--- config.mk ---
export PLATFORM = sky130hd
export DESIGN_NAME = if_fetch_buffer_flat
export DESIGN_NICKNAME = d
export VERILOG_FILES = /design/src/rtl/if_fetch_buffer_if.sv /design/src/rtl/if_fetch_buffer.sv /design/src/flat_wrapper.sv
export SDC_FILE = /design/constraint.sdc
export NUM_CORES = 1
export LEC_CHECK = 0
export CAP_MARGIN = 0
export CORE_MARGIN = 5
export CORE_UTILIZATION = 50
export CTS_CLUSTER_DIAMETER = 50
export DETAILED_ROUTE_END_ITERATION = 8
export PLACE_DENSITY = 0.79
export SLEW_MARGIN = 15
export SYNTH_ARGS = -nofsm -noshare
export SYNTH_HDL_FRONTEND = slang
export SYNTH_SLANG_ARGS = --single-unit
--- constraint.sdc ---
create_clock -name clk -period 7.1 [get_ports clk]
set_input_delay 2.13 -clock clk [delete_from_list [all_inputs] [get_ports clk]]
set_output_delay 2.13 -clock clk [all_outputs]
set_load 0.05 [all_outputs]
--- src/rtl/if_fetch_buffer_if.sv ---
// Fetch-stage bundle: inst SRAM request/response, redirect input and the
// valid/ready link to decode. master = fetch unit, slave = its environment.
interface if_fetch_buffer_if;
    logic        inst_sram_en;
    logic        inst_sram_we;
    logic [31:0] inst_sram_addr;
    logic [31:0] inst_sram_wdata;
    logic [31:0] inst_sram_rdata;
    logic        br_taken;
    logic [31:0] br_target;
    logic        id_ready;
    logic        if_valid;
    logic [31:0] if_pc;
    logic [31:0] if_inst;

    // Decode handshake: an entry moves to decode on a rising edge where
    // if_valid and id_ready are both high; if_pc/if_inst hold until then.
    modport master (
        output inst_sram_en, inst_sram_we, inst_sram_addr, inst_sram_wdata,
        output if_valid, if_pc, if_inst,
        input  inst_sram_rdata, br_taken, br_target, id_ready
    );

    modport slave (
        input  inst_sram_en, inst_sram_we, inst_sram_addr, inst_sram_wdata,
        input  if_valid, if_pc, if_inst,
        output inst_sram_rdata, br_taken, br_target, id_ready
    );
endinterface

--- src/rtl/if_fetch_buffer.sv ---
// Instruction fetch stage: issues inst SRAM reads, tags returned words with
// their PC, buffers them in a small FIFO and applies branch redirects.
module if_fetch_buffer #(
    parameter logic [31:0] RESET_PC = 32'h1c00_0000,
    parameter int          DEPTH    = 2
) (
    input  logic             clk,
    input  logic             reset,
    if_fetch_buffer_if.master bus
);
    localparam int PTR_W = $clog2(DEPTH);
    localparam int CNT_W = $clog2(DEPTH + 1);
    localparam logic [CNT_W:0]   DEPTH_OCC = (CNT_W + 1)'(DEPTH);
    localparam logic [CNT_W-1:0] DEPTH_CNT = CNT_W'(DEPTH);

    logic [31:0]      r_fpc;
    logic [CNT_W-1:0] r_count;
    logic [PTR_W-1:0] r_wptr;
    logic [PTR_W-1:0] r_rptr;
    logic             r_inflight;
    logic [31:0]      r_inflight_pc;
    logic [31:0]      r_mem_pc   [DEPTH];
    logic [31:0]      r_mem_inst [DEPTH];

    logic [31:0]      w_br_pc;
    logic             w_empty;
    logic             w_pop;
    logic             w_push;
    logic             w_issue;
    logic [CNT_W:0]   w_occ;

    assign w_br_pc = {bus.br_target[31:2], 2'b00};
    assign w_empty = (r_count == '0);
    assign w_pop   = bus.if_valid & bus.id_ready;
    // A response landing in a redirect cycle belongs to the old stream.
    assign w_push  = r_inflight & ~bus.br_taken;

    // Entries held after this edge plus the word still in flight; issuing only
    // while this stays below DEPTH means a response always finds a free slot.
    assign w_occ   = {1'b0, r_count} + {{CNT_W{1'b0}}, r_inflight}
                   - {{CNT_W{1'b0}}, w_pop};
    assign w_issue = ~reset & (bus.br_taken | (w_occ < DEPTH_OCC));

    assign bus.inst_sram_en    = w_issue;
    assign bus.inst_sram_we    = 1'b0;
    assign bus.inst_sram_wdata = 32'h0;
    assign bus.inst_sram_addr  = reset        ? RESET_PC :
                                 bus.br_taken ? w_br_pc  : r_fpc;

    assign bus.if_valid = ~w_empty & ~bus.br_taken;
    assign bus.if_pc    = w_empty ? 32'h0 : r_mem_pc[r_rptr];
    assign bus.if_inst  = w_empty ? 32'h0 : r_mem_inst[r_rptr];

    always_ff @(posedge clk or posedge reset) begin
        if (reset) begin
            r_fpc         <= RESET_PC;
            r_count       <= '0;
            r_wptr        <= '0;
            r_rptr        <= '0;
            r_inflight    <= 1'b0;
            r_inflight_pc <= RESET_PC;
        end else if (bus.br_taken) begin
            r_count       <= '0;
            r_wptr        <= '0;
            r_rptr        <= '0;
            r_inflight    <= 1'b1;
            r_inflight_pc <= w_br_pc;
            r_fpc         <= w_br_pc + 32'd4;
        end else begin
            if (w_push) r_wptr <= r_wptr + PTR_W'(1);
            if (w_pop)  r_rptr <= r_rptr + PTR_W'(1);
            r_count <= r_count + CNT_W'(w_push) - CNT_W'(w_pop);
            if (w_issue) begin
                r_fpc         <= r_fpc + 32'd4;
                r_inflight    <= 1'b1;
                r_inflight_pc <= r_fpc;
            end else begin
                r_inflight    <= 1'b0;
            end
        end
    end

    // Payload storage needs no reset: count gates everything visible.
    always_ff @(posedge clk) begin
        if (w_push) begin
            r_mem_pc[r_wptr]   <= r_inflight_pc;
            r_mem_inst[r_wptr] <= bus.inst_sram_rdata;
        end
    end

    always_ff @(posedge clk) begin
        if (!reset && w_push && !w_pop)
            assert (r_count != DEPTH_CNT);
    end
endmodule

--- src/flat_wrapper.sv ---
// flat-port wrapper written by rule: the top's interface ports become plain ports
module if_fetch_buffer_flat 
#(
    parameter logic [31:0] RESET_PC = 32'h1c00_0000,
    parameter int          DEPTH    = 2
)
  (clk, reset, bus_inst_sram_en, bus_inst_sram_we, bus_inst_sram_addr, bus_inst_sram_wdata, bus_if_valid, bus_if_pc, bus_if_inst, bus_inst_sram_rdata, bus_br_taken, bus_br_target, bus_id_ready);
  if_fetch_buffer_if bus_i ();
  input  logic clk;
  input  logic reset;
  output wire logic [$bits(bus_i.inst_sram_en)-1:0] bus_inst_sram_en;
  output wire logic [$bits(bus_i.inst_sram_we)-1:0] bus_inst_sram_we;
  output wire logic [$bits(bus_i.inst_sram_addr)-1:0] bus_inst_sram_addr;
  output wire logic [$bits(bus_i.inst_sram_wdata)-1:0] bus_inst_sram_wdata;
  output wire logic [$bits(bus_i.if_valid)-1:0] bus_if_valid;
  output wire logic [$bits(bus_i.if_pc)-1:0] bus_if_pc;
  output wire logic [$bits(bus_i.if_inst)-1:0] bus_if_inst;
  input wire logic [$bits(bus_i.inst_sram_rdata)-1:0] bus_inst_sram_rdata;
  input wire logic [$bits(bus_i.br_taken)-1:0] bus_br_taken;
  input wire logic [$bits(bus_i.br_target)-1:0] bus_br_target;
  input wire logic [$bits(bus_i.id_ready)-1:0] bus_id_ready;
  assign bus_inst_sram_en = bus_i.inst_sram_en;
  assign bus_inst_sram_we = bus_i.inst_sram_we;
  assign bus_inst_sram_addr = bus_i.inst_sram_addr;
  assign bus_inst_sram_wdata = bus_i.inst_sram_wdata;
  assign bus_if_valid = bus_i.if_valid;
  assign bus_if_pc = bus_i.if_pc;
  assign bus_if_inst = bus_i.if_inst;
  assign bus_i.inst_sram_rdata = bus_inst_sram_rdata;
  assign bus_i.br_taken = bus_br_taken;
  assign bus_i.br_target = bus_br_target;
  assign bus_i.id_ready = bus_id_ready;
  if_fetch_buffer #(.RESET_PC(RESET_PC), .DEPTH(DEPTH)) u_core (.clk(clk), .reset(reset), .bus(bus_i));
endmodule
==> results by stage <==
Floorplan:
- The horizontal die dimension is 146.1 um.
- The count of boundary I/O pins is slightly below 200.
- Measured along the y axis, the die boundary spans 146.1 um.
- The placement row count is 49.
- The starting utilization of the core area is 51.19%.
- The floorplan step defined a core boundary enclosing between 0.015 and 0.02 mm^2.
- The die covers between 0.02 and 0.025 mm^2.

Worst hold path:
- The worst hold-check path type is flip-flop to flip-flop.
- The worst hold path passes through 0 cells.
- The worst hold path terminates at u_core.r_mem_pc[0][18].
- In this run the most critical hold path is launched from u_core.r_inflight_pc[18].

Timing:
- The transition time at the pin with the least slew margin is 1159 ps.
- Based on the critical path, the design can be clocked at up to between 150 and 200 MHz.
- The max-slew violation count is 0.
- The total of endpoints with negative setup slack in the final report is 0.
- The final worst-path setup slack is 766.4 ps.
- The shortest clock period the worst path allows after layout is ~6300 ps.
- The number of hold violations in the final report is 0.
- Dividing the final minimum period by the clock period gives between 80% and 90%.
- Setup repair after global routing left no endpoint under its margin.
- The final setup skew is 8.792 ps.
- Adding up every negative setup slack in the final design gives 0 ps.
- In this run the tightest slew margin relative to its limit is 22.74%.

Synth:
- Yosys attributes the largest share of cell area to edfxtp_1 (40%), dfrtp_1 (16%), mux2i_1 (12%), nor2_1 (4.5%), xnor2_1 (3.1%).
- For this run, the leading register cell type out of synthesis is edfxtp_1.
- The synthesized design contains 124 enable-type register cells.
- The multiplexer share of the synthesized area is 12.00%.
- Among all cell types in the netlist, the one instantiated most often is edfxtp_1.
- After Yosys synthesis, full adders, half adders and majority gates account for less than 1% of the synthesized area.
- The share of the synthesized area in compound gates (AO/OA/AOI/OAI) is 5.717%.
- The post-synthesis register bit count is approximately 190.
- The yosys synthesis warning count is 0.
- Summing every instance area after synthesis gives slightly above 0.009 mm^2.
- Counting instances in the post-synthesis netlist gives the leading cell types as edfxtp_1 (124), nor2_1 (112), mux2i_1 (111), dfrtp_1 (59), nand2_1 (47).
- The proportion of netlist area held by the largest area contributor is between 40% and 50%.
- Counting flops with an async set or reset pin after synthesis yields a share of between 30% and 40%.
- The share of the Yosys chip area taken by registers is 57.87%.
- The post-synthesis instance total is 776.
- The synthesized netlist devotes 4.636% of its cell area to XOR and XNOR gates.
- Of the total synthesized cell area, the portion taken by AND, OR, NAND and NOR gates is about 13%.
- The dominant combinational cell family by area after synthesis is simple AND/OR/NAND/NOR gates.
- The mean area per synthesized cell is 11.93 um^2.
- The cell taking the most area after synthesis is edfxtp_1.
- The number of different library cells in the post-synthesis netlist is 55.

Global routing:
- The largest net degree at the start of global routing is 81.
- For this run the aggregate overflow at the end of global routing stands at 0.
- The first global-routing pass estimated 33,100 um of wire.
- The number of antenna violations at the first check in global routing was 0.
- Global routing used 19.43% of the available tracks.
- The via count of the first global-routing pass is 6,143.

Placed design:
- Port buffering added 159 buffers.
- The congestion estimate from routability-driven global placement came to around 0.8.
- The worst slack at placement is 760.8 ps.
- Detailed placement finished with a half-perimeter wire length of 14,100 um.

Power and ir drop:
- The largest vdd supply drop is 0.2230 mV.
- Overall power consumption after layout is estimated at 4941 uW.
- The standby leakage power is 0.004193 uW.
- Power spread over the standard cell area amounts to ~430 mW/mm^2.

CTS:
- The clock insertion delay at the later pin of the skew report is 420 ps.
- The cell sitting at the root of the clock tree is a clkbuf_16.
- TritonCTS built the clock tree.
- The clock buffer count from CTS is 17.
- The number of hold buffers added after cts is 0.
- The number of gates resized after CTS was 0.
- Buffers added to address setup during post-CTS repair amount to 0.
- Counting every sink on the clock net gives 189.
- The number of H-tree levels is 4.
- Clock-pin slew was measured on the worst setup and hold paths at 70 ps.
- The clock passes through at most 2 buffers.

Worst setup path:
- The worst reg2reg path endpoint is u_core.r_inflight_pc[3].
- The cell that appears most often on the critical path is nor2_1.
- The endpoint arrival time on the critical path is roughly 4200 ps.
- The critical path required time is 4970 ps.
- The largest single stage delay on the critical path is 420 ps.
- In this run the critical register-to-register path is launched from u_core.r_count[1].
- STA classifies the critical path startpoint as an input port.
- Across all register-to-register paths, the minimum setup slack is 3700 ps.
- The worst setup path is captured at an output port.
- The path type of the worst setup path is input port to output port.
- The critical path's slowest cell is clkdlybuf4s50_1.
- Along the worst path, the maximum fanout reaches 3.
- The worst-case reg-to-reg path depth is 13.
- The signal on the critical path passes through clkdlybuf4s50_1, and2_1, ha_1, nor2b_1, fa_1, xnor2_1, nor2_1, nor2_1, nor2_2, buf_4.

Layout:
- The filler cells instantiated in the layout total 1,398.
- After the last flow step, the layout net total stands at 997.
- The number of antenna diodes in the final layout is 0.
- The area overhead of the layout relative to synthesis is 24.88%.
- The share of post-route cells with drive strength above 1 is 8.218%.

Drt:
- The final wirelength is 20,960 um.
- The count of antenna-violating nets left after detailed routing is 0.
- The count of routing violations after the opening detailed-route iteration is 405.
- The via total after detailed routing is roughly 6,200.
- For this run, the detailed router's first-pass iteration total came to 5.
- Dividing the detail-routed via count by the number of cells gives 5.356.
- The average wire per cell in the routed design is around 18 um.
- The DRC violations left is 0.

Status:
- The run finished with clean final reports.

Run:
- Across the run, the number of max-cap violations was 0.
==> metal layers <==
layer / vias up / share of wire [%] / GRT usage, %
met2: 217 / 47 / 31.68
met5: - / 0 / 0
met1: 3042 / 45 / 26.52
met3: 22 / 6.1 / 4.276
met4: 0 / 1.6 / 5.456
li1: 2964 / - / -
==> power breakdown <==
group	internal [uW]	switching, uW
combinational	741	1500
sequential	1510	215
clock	566	408
total	2820	2130
==> worst max-delay path: cells and delay by family <==
family	cells	cell delay, ps
XOR/XNOR	1	340
adder cells (fa/ha/maj)	2	660
buffers and inverters	2	630
AND/OR/NAND/NOR	5	450
==> how the worst max path moves through the flow <==
stage                       from               end  slack, ps  cells after the start
global route        bus_id_ready  bus_inst_sram_en        620                     10
finish              bus_id_ready  bus_inst_sram_en        770                     10
global placement    bus_id_ready  bus_inst_sram_en        800                     10
floorplan           bus_br_taken  bus_inst_sram_en         50                     13
detailed placement  bus_id_ready  bus_inst_sram_en        760                     10
CTS                 bus_id_ready  bus_inst_sram_en        750                     10
==> flip-flops by register name, summed over array words and instances (netlist names) <==
name	flops
u_core.r_mem_pc	60
u_core.r_mem_inst	64
u_core.r_wptr	1
u_core.r_inflight_pc	30
u_core.r_rptr	1
u_core.r_inflight	1
u_core.r_fpc	30
u_core.r_count	2
==> kinds of logic after synthesis <==
group,Yosys count
AND/OR/NAND/NOR,249
flip-flops,189
multiplexers,111
buffers and inverters,88
AO/OA/AOI/OAI,84
XOR/XNOR,49
adder cells (fa/ha/maj),5
other,1
==> layout by cell type (no fill, tap or decap), types with 2 or more instances in the layout <==
| cell type | Yosys | layout |
|---|---|---|
| xnor2_1 | 33 | 33 |
| nand2_1 | 47 | 47 |
| nor2_2 | 0 | 2 |
| inv_6 | 0 | 3 |
| a21oi_1 | 33 | 33 |
| nor2_1 | 112 | 109 |
| clkbuf_16 | 0 | 19 |
| clkdlybuf4s50_1 | 0 | 154 |
| conb_1 | 1 | 37 |
| xor2_1 | 16 | 16 |
| nor2b_1 | 5 | 4 |
| o21ai_0 | 31 | 31 |
| buf_12 | 0 | 4 |
| nand3_2 | 2 | 2 |
| ha_1 | 4 | 4 |
| nand3_1 | 18 | 18 |
| nand2b_1 | 16 | 16 |
| dfrtp_1 | 59 | 58 |
| edfxtp_1 | 124 | 124 |
| nand3b_4 | 2 | 2 |
| nand4_1 | 4 | 4 |
| inv_1 | 11 | 10 |
| and2_1 | 3 | 2 |
| buf_4 | 38 | 11 |
| nand3b_1 | 11 | 11 |
| dfstp_2 | 6 | 6 |
| clkbuf_1 | 15 | 3 |
| nor3_1 | 13 | 13 |
| o22ai_1 | 2 | 2 |
| mux2i_1 | 111 | 111 |
| bufinv_16 | 0 | 2 |
| o211ai_1 | 2 | 2 |
| clkinvlp_4 | 0 | 4 |
| a211o_1 | 2 | 2 |
| nor4_2 | 7 | 7 |
==> through the flow <==
step | area [um^2] | instances | hold WS (ps) | utilization (%)
3_3_place_gp | 10950 | 1134 | 449.5 | 60.54
3_5_place_dp | 10950 | 1134 | 457.1 | 60.54
2_1_floorplan | 9398 | 812 | 441.4 | -
4_1_cts | 11560 | 1166 | 472.9 | 63.92
6_report | 11560 | 1166 | 471.7 | 63.92
5_1_grt | 11560 | 1166 | 482.9 | 63.92
==> layout make-up <==
class                   count  area (um^2)  area share [%]
clock buffers              22        486.7           4.210
clock inverters            10        125.1           1.082
inverters                  12        45.04          0.3896
multi-input cells         535         3552           30.73
flip-flops and latches    189         5361           46.37
well taps                 229        286.5           2.478
repair buffers            169         1704           14.74
Note: power is estimated with default switching activity, not from simulation.
